**src/rtl/arith_unit_if.sv**
```systemverilog
// Operation/result bundle for arith_unit: the execute stage drives the master side,
// the arithmetic unit implements the slave side.
interface arith_unit_if;
  logic        en;
  logic [15:0] a;
  logic [15:0] b;
  logic [2:0]  opcode;
  logic [15:0] outau;
  logic        out_valid;
  logic        carry;
  logic        zero;
  logic        neg;
  logic        ovf;

  modport master (
    output en, a, b, opcode,
    input  outau, out_valid, carry, zero, neg, ovf
  );

  modport slave (
    input  en, a, b, opcode,
    output outau, out_valid, carry, zero, neg, ovf
  );
endinterface

```
**src/rtl/arith_unit.sv**
```systemverilog
// Registered 16-bit arithmetic unit with a stored chaining carry for ADC/SBB.
// Define ARITH_MUL_EN to build the 16x16 multiplier for opcode 100.
module arith_unit (
  input  logic         clk,
  input  logic         rst_n,
  arith_unit_if.slave  bus
);

  typedef enum logic [2:0] {
    OpAdd = 3'b000,
    OpSub = 3'b001,
    OpInc = 3'b010,
    OpDec = 3'b011,
    OpMul = 3'b100,
    OpNeg = 3'b101,
    OpAdc = 3'b110,
    OpSbb = 3'b111
  } op_e;

  logic [15:0] outau_q;
  logic        valid_q;
  logic        carry_q;
  logic        zero_q;
  logic        neg_q;
  logic        ovf_q;

  logic [15:0] res_d;
  logic        carry_d;
  logic        ovf_d;
  logic [16:0] wide;
  op_e         op;

`ifdef ARITH_MUL_EN
  logic [31:0] prod;
  assign prod = 32'(bus.a) * 32'(bus.b);
`endif

  assign op = op_e'(bus.opcode);

  // Same-sign operands producing a result of the other sign.
  function automatic logic add_ovf(logic x, logic y, logic r);
    return (x == y) && (r != x);
  endfunction

  // Differently signed operands where the result sign departs from the minuend.
  function automatic logic sub_ovf(logic x, logic y, logic r);
    return (x != y) && (r != x);
  endfunction

  always_comb begin
    res_d   = '0;
    carry_d = 1'b0;
    ovf_d   = 1'b0;
    wide    = '0;
    unique case (op)
      OpAdd: begin
        wide    = {1'b0, bus.a} + {1'b0, bus.b};
        res_d   = wide[15:0];
        carry_d = wide[16];
        ovf_d   = add_ovf(bus.a[15], bus.b[15], wide[15]);
      end
      OpSub: begin
        wide    = {1'b0, bus.a} - {1'b0, bus.b};
        res_d   = wide[15:0];
        carry_d = wide[16];
        ovf_d   = sub_ovf(bus.a[15], bus.b[15], wide[15]);
      end
      OpInc: begin
        wide    = {1'b0, bus.a} + 17'd1;
        res_d   = wide[15:0];
        carry_d = wide[16];
        ovf_d   = add_ovf(bus.a[15], 1'b0, wide[15]);
      end
      OpDec: begin
        wide    = {1'b0, bus.a} - 17'd1;
        res_d   = wide[15:0];
        carry_d = wide[16];
        ovf_d   = sub_ovf(bus.a[15], 1'b0, wide[15]);
      end
      OpMul: begin
`ifdef ARITH_MUL_EN
        res_d   = prod[15:0];
        carry_d = |prod[31:16];
        ovf_d   = |prod[31:16];
`else
        // No multiplier: produce a zero result and clear the chaining carry.
        res_d   = '0;
        carry_d = 1'b0;
        ovf_d   = 1'b0;
`endif
      end
      OpNeg: begin
        wide    = 17'd0 - {1'b0, bus.a};
        res_d   = wide[15:0];
        carry_d = (bus.a != 16'h0000);
        ovf_d   = (bus.a == 16'h8000);
      end
      OpAdc: begin
        wide    = {1'b0, bus.a} + {1'b0, bus.b} + 17'(carry_q);
        res_d   = wide[15:0];
        carry_d = wide[16];
        ovf_d   = add_ovf(bus.a[15], bus.b[15], wide[15]);
      end
      OpSbb: begin
        wide    = {1'b0, bus.a} - {1'b0, bus.b} - 17'(carry_q);
        res_d   = wide[15:0];
        carry_d = wide[16];
        ovf_d   = sub_ovf(bus.a[15], bus.b[15], wide[15]);
      end
      default: begin
        res_d   = '0;
        carry_d = 1'b0;
        ovf_d   = 1'b0;
      end
    endcase
  end

  always_ff @(posedge clk or negedge rst_n) begin
    if (!rst_n) begin
      outau_q <= '0;
      valid_q <= 1'b0;
      carry_q <= 1'b0;
      zero_q  <= 1'b0;
      neg_q   <= 1'b0;
      ovf_q   <= 1'b0;
    end else begin
      valid_q <= bus.en;
      if (bus.en) begin
        outau_q <= res_d;
        carry_q <= carry_d;
        zero_q  <= (res_d == 16'h0000);
        neg_q   <= res_d[15];
        ovf_q   <= ovf_d;
      end
    end
  end

  assign bus.outau     = outau_q;
  assign bus.out_valid = valid_q;
  assign bus.carry     = carry_q;
  assign bus.zero      = zero_q;
  assign bus.neg       = neg_q;
  assign bus.ovf       = ovf_q;

endmodule

```
**src/flat_wrapper.sv**
```systemverilog
// flat-port wrapper written by rule: the top's interface ports become plain ports
module arith_unit_flat 
  (clk, rst_n, bus_en, bus_a, bus_b, bus_opcode, bus_outau, bus_out_valid, bus_carry, bus_zero, bus_neg, bus_ovf);
  arith_unit_if bus_i ();
  input  logic clk;
  input  logic rst_n;
  input wire logic [$bits(bus_i.en)-1:0] bus_en;
  input wire logic [$bits(bus_i.a)-1:0] bus_a;
  input wire logic [$bits(bus_i.b)-1:0] bus_b;
  input wire logic [$bits(bus_i.opcode)-1:0] bus_opcode;
  output wire logic [$bits(bus_i.outau)-1:0] bus_outau;
  output wire logic [$bits(bus_i.out_valid)-1:0] bus_out_valid;
  output wire logic [$bits(bus_i.carry)-1:0] bus_carry;
  output wire logic [$bits(bus_i.zero)-1:0] bus_zero;
  output wire logic [$bits(bus_i.neg)-1:0] bus_neg;
  output wire logic [$bits(bus_i.ovf)-1:0] bus_ovf;
  assign bus_i.en = bus_en;
  assign bus_i.a = bus_a;
  assign bus_i.b = bus_b;
  assign bus_i.opcode = bus_opcode;
  assign bus_outau = bus_i.outau;
  assign bus_out_valid = bus_i.out_valid;
  assign bus_carry = bus_i.carry;
  assign bus_zero = bus_i.zero;
  assign bus_neg = bus_i.neg;
  assign bus_ovf = bus_i.ovf;
  arith_unit u_core (.clk(clk), .rst_n(rst_n), .bus(bus_i));
endmodule
```
**config.mk**
```make
export PLATFORM = sky130hd
export DESIGN_NAME = arith_unit_flat
export DESIGN_NICKNAME = d
export VERILOG_FILES = /design/src/rtl/arith_unit_if.sv /design/src/rtl/arith_unit.sv /design/src/flat_wrapper.sv
export SDC_FILE = /design/constraint.sdc
export NUM_CORES = 1
export LEC_CHECK = 0
export BUFFER_PORTS_ARGS = -buffer_cell sky130_fd_sc_hd__buf_2
export CAP_MARGIN = 20
export CORE_UTILIZATION = 41
export CTS_CLUSTER_DIAMETER = 40
export DETAILED_ROUTE_END_ITERATION = 12
export HOLD_SLACK_MARGIN = 0.15
export SLEW_MARGIN = 5
export SYNTH_ARGS = -nofsm -noshare
export SYNTH_HDL_FRONTEND = slang
export SYNTH_SLANG_ARGS = --single-unit
export TNS_END_PERCENT = 10
```
**constraint.sdc**
```tcl
create_clock -name clk -period 3.58 [get_ports clk]
set_input_delay 0.358 -clock clk [delete_from_list [all_inputs] [get_ports clk]]
set_output_delay 0.358 -clock clk [all_outputs]
set_load 0.005 [all_outputs]
```
==> results.md <==
- Final antenna-violating net count: 0
- Library cell contributing the largest single delay on the critical path: or4b_4
- Max Cap Viol: 0
- Yosys warning count: 0
- Routed vias: 6,291
- Final routed wire length divided by cell count: 17.4 µm
- Startpoint kind of the worst setup timing path: primary input
- Library cell with the largest summed area after synthesis: dfrtp_1
- DR iter-0 viols: 469
- Most frequently used flop master after synthesis: dfrtp_1
- Number of enable-type register cells in the synthesized netlist: 0
- Die W: 114 µm
- Outcome: finished, final reports clean
- Net Count, Synth: roughly 800
- Antenna fix cells: 0
- Number of hold violations in the final report: 0
- Sequential fraction of the synthesis area: 9.72%
- Largest net degree at the start of global routing: 31
- Synth async-reset ratio: 100%
- Power per unit of standard cell area: 263 nW/µm²
- Max rail drop VDD: 0.171 mV
- Skew-Pair Late Insertion Delay: 250 ps
- Num CTS Buffers: 3
- Clock tree from TritonCTS: yes
- Worst path max stage delay: 490 ps
- Total buffers and inverters traversed by the critical path: 4
- Standby leakage power: 3.15 nW
- Post-route DRC violation count: 0
- Class of the tightest hold or removal check: flop to flop
- Average cell area after synthesis: between 7 and 8 µm²
- Count of pins over their slew limit: 0
- Cell repeated most along the worst path: buf_4
- Worst setup slack before clock tree synthesis: -376 ps
- Relative max-transition margin: 60.2%
- Average vias per placed instance: 5.87
- Count of different cell masters after synthesis: 91
- Clock Path Buffers: 2
- CTS HTree Levels: 1
- Floorplan core area: roughly 12,000 µm²
- Actual transition at the worst max-transition pin: 596 ps
- Leading cell types by count after synthesis: nand2_1 (60), nor2_1 (59), a21oi_1 (51), ha_1 (40), inv_1 (35)
- Overall routing resource usage: 28.8%
- Most area-consuming cells after synthesis: dfrtp_1 (9.7%), ha_1 (9.7%), xnor2_1 (5.6%)
- Final hold slack: 478 ps
- Share of layout cells above drive strength 1: 35.1%
- Final worst slack: 48.3 ps
- Max frequency: 0.283 GHz
- Setup skew after layout: 4.26 ps
- Antenna violations before repair: 0
- Cells after synthesis: 716
- Half-perimeter wire length after detailed placement: roughly 15,000 µm
- Most common cell in the netlist: nand2_1
- Worst EP arrival: 3680 ps
- Net count, final: 985
- Post-detailed-routing wire length: between 15,000 and 20,000 µm
- Worst Path Class, Setup: primary input to flop
- Port bufs: 58
- Synthesized cell area: 5150 µm²
- Portion of synthesized cell area occupied by the leading cell type: 9.72%
- Via count of the first global-routing pass: 6,119
- Placer's final routability congestion estimate: 0.956
- Share of the cycle needed by the critical path after routing: 98.7%
- Effective utilization at floorplan: 42.5%
- Flops & latches, synth: 20
- Power Total: ~1.9 mW
- Crit-path leading delay family: compound AO/OA/AOI/OAI gates
- Maximum fanout along the worst path: 6
- Post-layout min period: around 3500 ps
- Die footprint: 13,000 µm²
- Clock sink count: 20
- Initial DRT Pass Iterations: 5
- Area added between synthesis and finish: 38.3%
- Global-route congestion overflow total: 0
- Global-route wire length before repair: 29,900 µm
- Setup violations, final: 0
- Setup repair after global routing missed its margin: yes
- Cell row count: 40
- Total negative setup slack: 0 ps
- Nature of the critical path endpoint: flop
- Total I/O pin count: 59
- Clock transition at the register clock pins on the worst setup and hold paths after CTS: 60 ps
- Worst path required time: 3730 ps
- Die extent in y: 114 µm
- Cell-by-cell trace of the critical path: buf_2, ha_2, inv_2, fa_2, o21bai_4, buf_4, a21oi_4, buf_4, o221a_2, o21ai_2, nor3_1, or4b_4, a211o_1, nor4_2, o211ai_1, o41ai_2
- Buffer cell driving the clock tree root: clkbuf_16
-- per-layer routing --
layer / wire [µm] / part of all wire, % / vias to the layer above / GRT usage (%)
met3: 1080 / 5.7 / 52 / 3.18
li1: - / - / 3046 / -
met1: 7940 / 42 / 2941 / 36.8
met2: 8860 / 47 / 252 / 48.6
met5: 0 / 0 / - / 0
met4: 833 / 4.5 / 0 / 13.4
-- cells in the final DEF (no fill, tap or decap), types with 9 or more instances in the layout --
master,synthesis,final
dfrtp_1,20,20
a31oi_1,12,12
nand2_1,60,60
mux2_2,14,14
nand4_1,12,12
xor2_1,16,16
ha_1,40,35
o21a_1,11,10
or3_1,10,10
nor2_1,59,59
inv_1,35,34
o21ai_0,33,29
buf_2,8,58
nor3_1,25,22
buf_4,7,168
nor2b_1,11,10
mux2i_1,10,10
o211ai_1,9,9
nand3_1,24,21
xnor2_1,33,29
and2_1,12,9
a21oi_1,51,49
-- worst paths after layout --
kind	start	endpoint	slack [ps]	cells past startpoint
min in group asynchronous	rst_n	u_core.bus.outau[10]	600	2
hold / removal	u_core.bus.outau[0]	u_core.bus.outau[0]	480	1
max in group asynchronous	rst_n	u_core.bus.out_valid	2660	2
hold reg to reg	u_core.bus.outau[0]	u_core.bus.outau[0]	480	1
setup / recovery	bus_a[0]	u_core.bus.zero	50	16
setup reg to reg	u_core.bus.carry	u_core.bus.zero	270	12
-- per-stage QoR --
step / util [%] / cells / instance area [µm²]
3_5_place_dp: 55.1 / 1064 / 6680
3_3_place_gp: 55.1 / 1064 / 6680
4_1_cts: 56.1 / 1069 / 6800
5_1_grt: 58.8 / 1072 / 7120
2_1_floorplan: - / 716 / 5150
6_report: 58.8 / 1072 / 7120
-- worst reg2reg max path, stage by stage (launching register included) --
cell      delay, ps
dfrtp_1         450
ha_1            290
nor2b_1         160
nand4b_1        150
o32ai_2         120
a221oi_2        300
o21ai_2         120
and3_1          160
or4b_4          520
a211o_1         320
nor4_2          250
o211ai_1        150
o41ai_2         210
-- cell type report --
type	instances	area, µm²
well taps	168	210
flip-flops and latches	20	500
fillers	1176	4990
repair buffers	227	1560
inverters	39	146
clock buffers	4	88.8
multi-input cells	614	4610
-- state kept, by name, summed over array words and instances (netlist names) --
signal and count:
u_core.bus.outau 15, u_core.bus.carry 1, u_core.bus.neg 1, u_core.bus.out_valid 1, u_core.bus.ovf 1, u_core.bus.zero 1
-- power breakdown --
part	internal [mW]	leakage (nW)	switching, mW
Clock	0.170	0.0442	0.0821
Sequential	0.268	0.243	0.0236
Combinational	0.622	2.86	0.705
Total	1.06	3.15	0.810
-- kinds of logic (layout without fill, tap and decap cells) --
| family | count (synthesis) | in the layout | share of synthesized area (%) |
|---|---|---|---|
| flip-flops | 20 | 20 | 9.72 |
| XOR/XNOR | 51 | 51 | 8.96 |
| adder cells (fa/ha/maj) | 42 | 42 | 10.5 |
| AO/OA/AOI/OAI | 223 | 223 | 30.8 |
| multiplexers | 24 | 24 | 5.00 |
| buffers and inverters | 82 | 270 | 6.97 |
| AND/OR/NAND/NOR | 274 | 274 | 28.0 |
-- timing repair --
item                       CTS  global route
pin swaps                    3            21
hold buffers                 1             0
hold endpoints to repair    20             0
gates cloned                 0             0
gates resized for setup      5            59
setup endpoints to repair    5             8
setup buffers                0             3
Note: power is estimated with default switching activity, not from simulation.
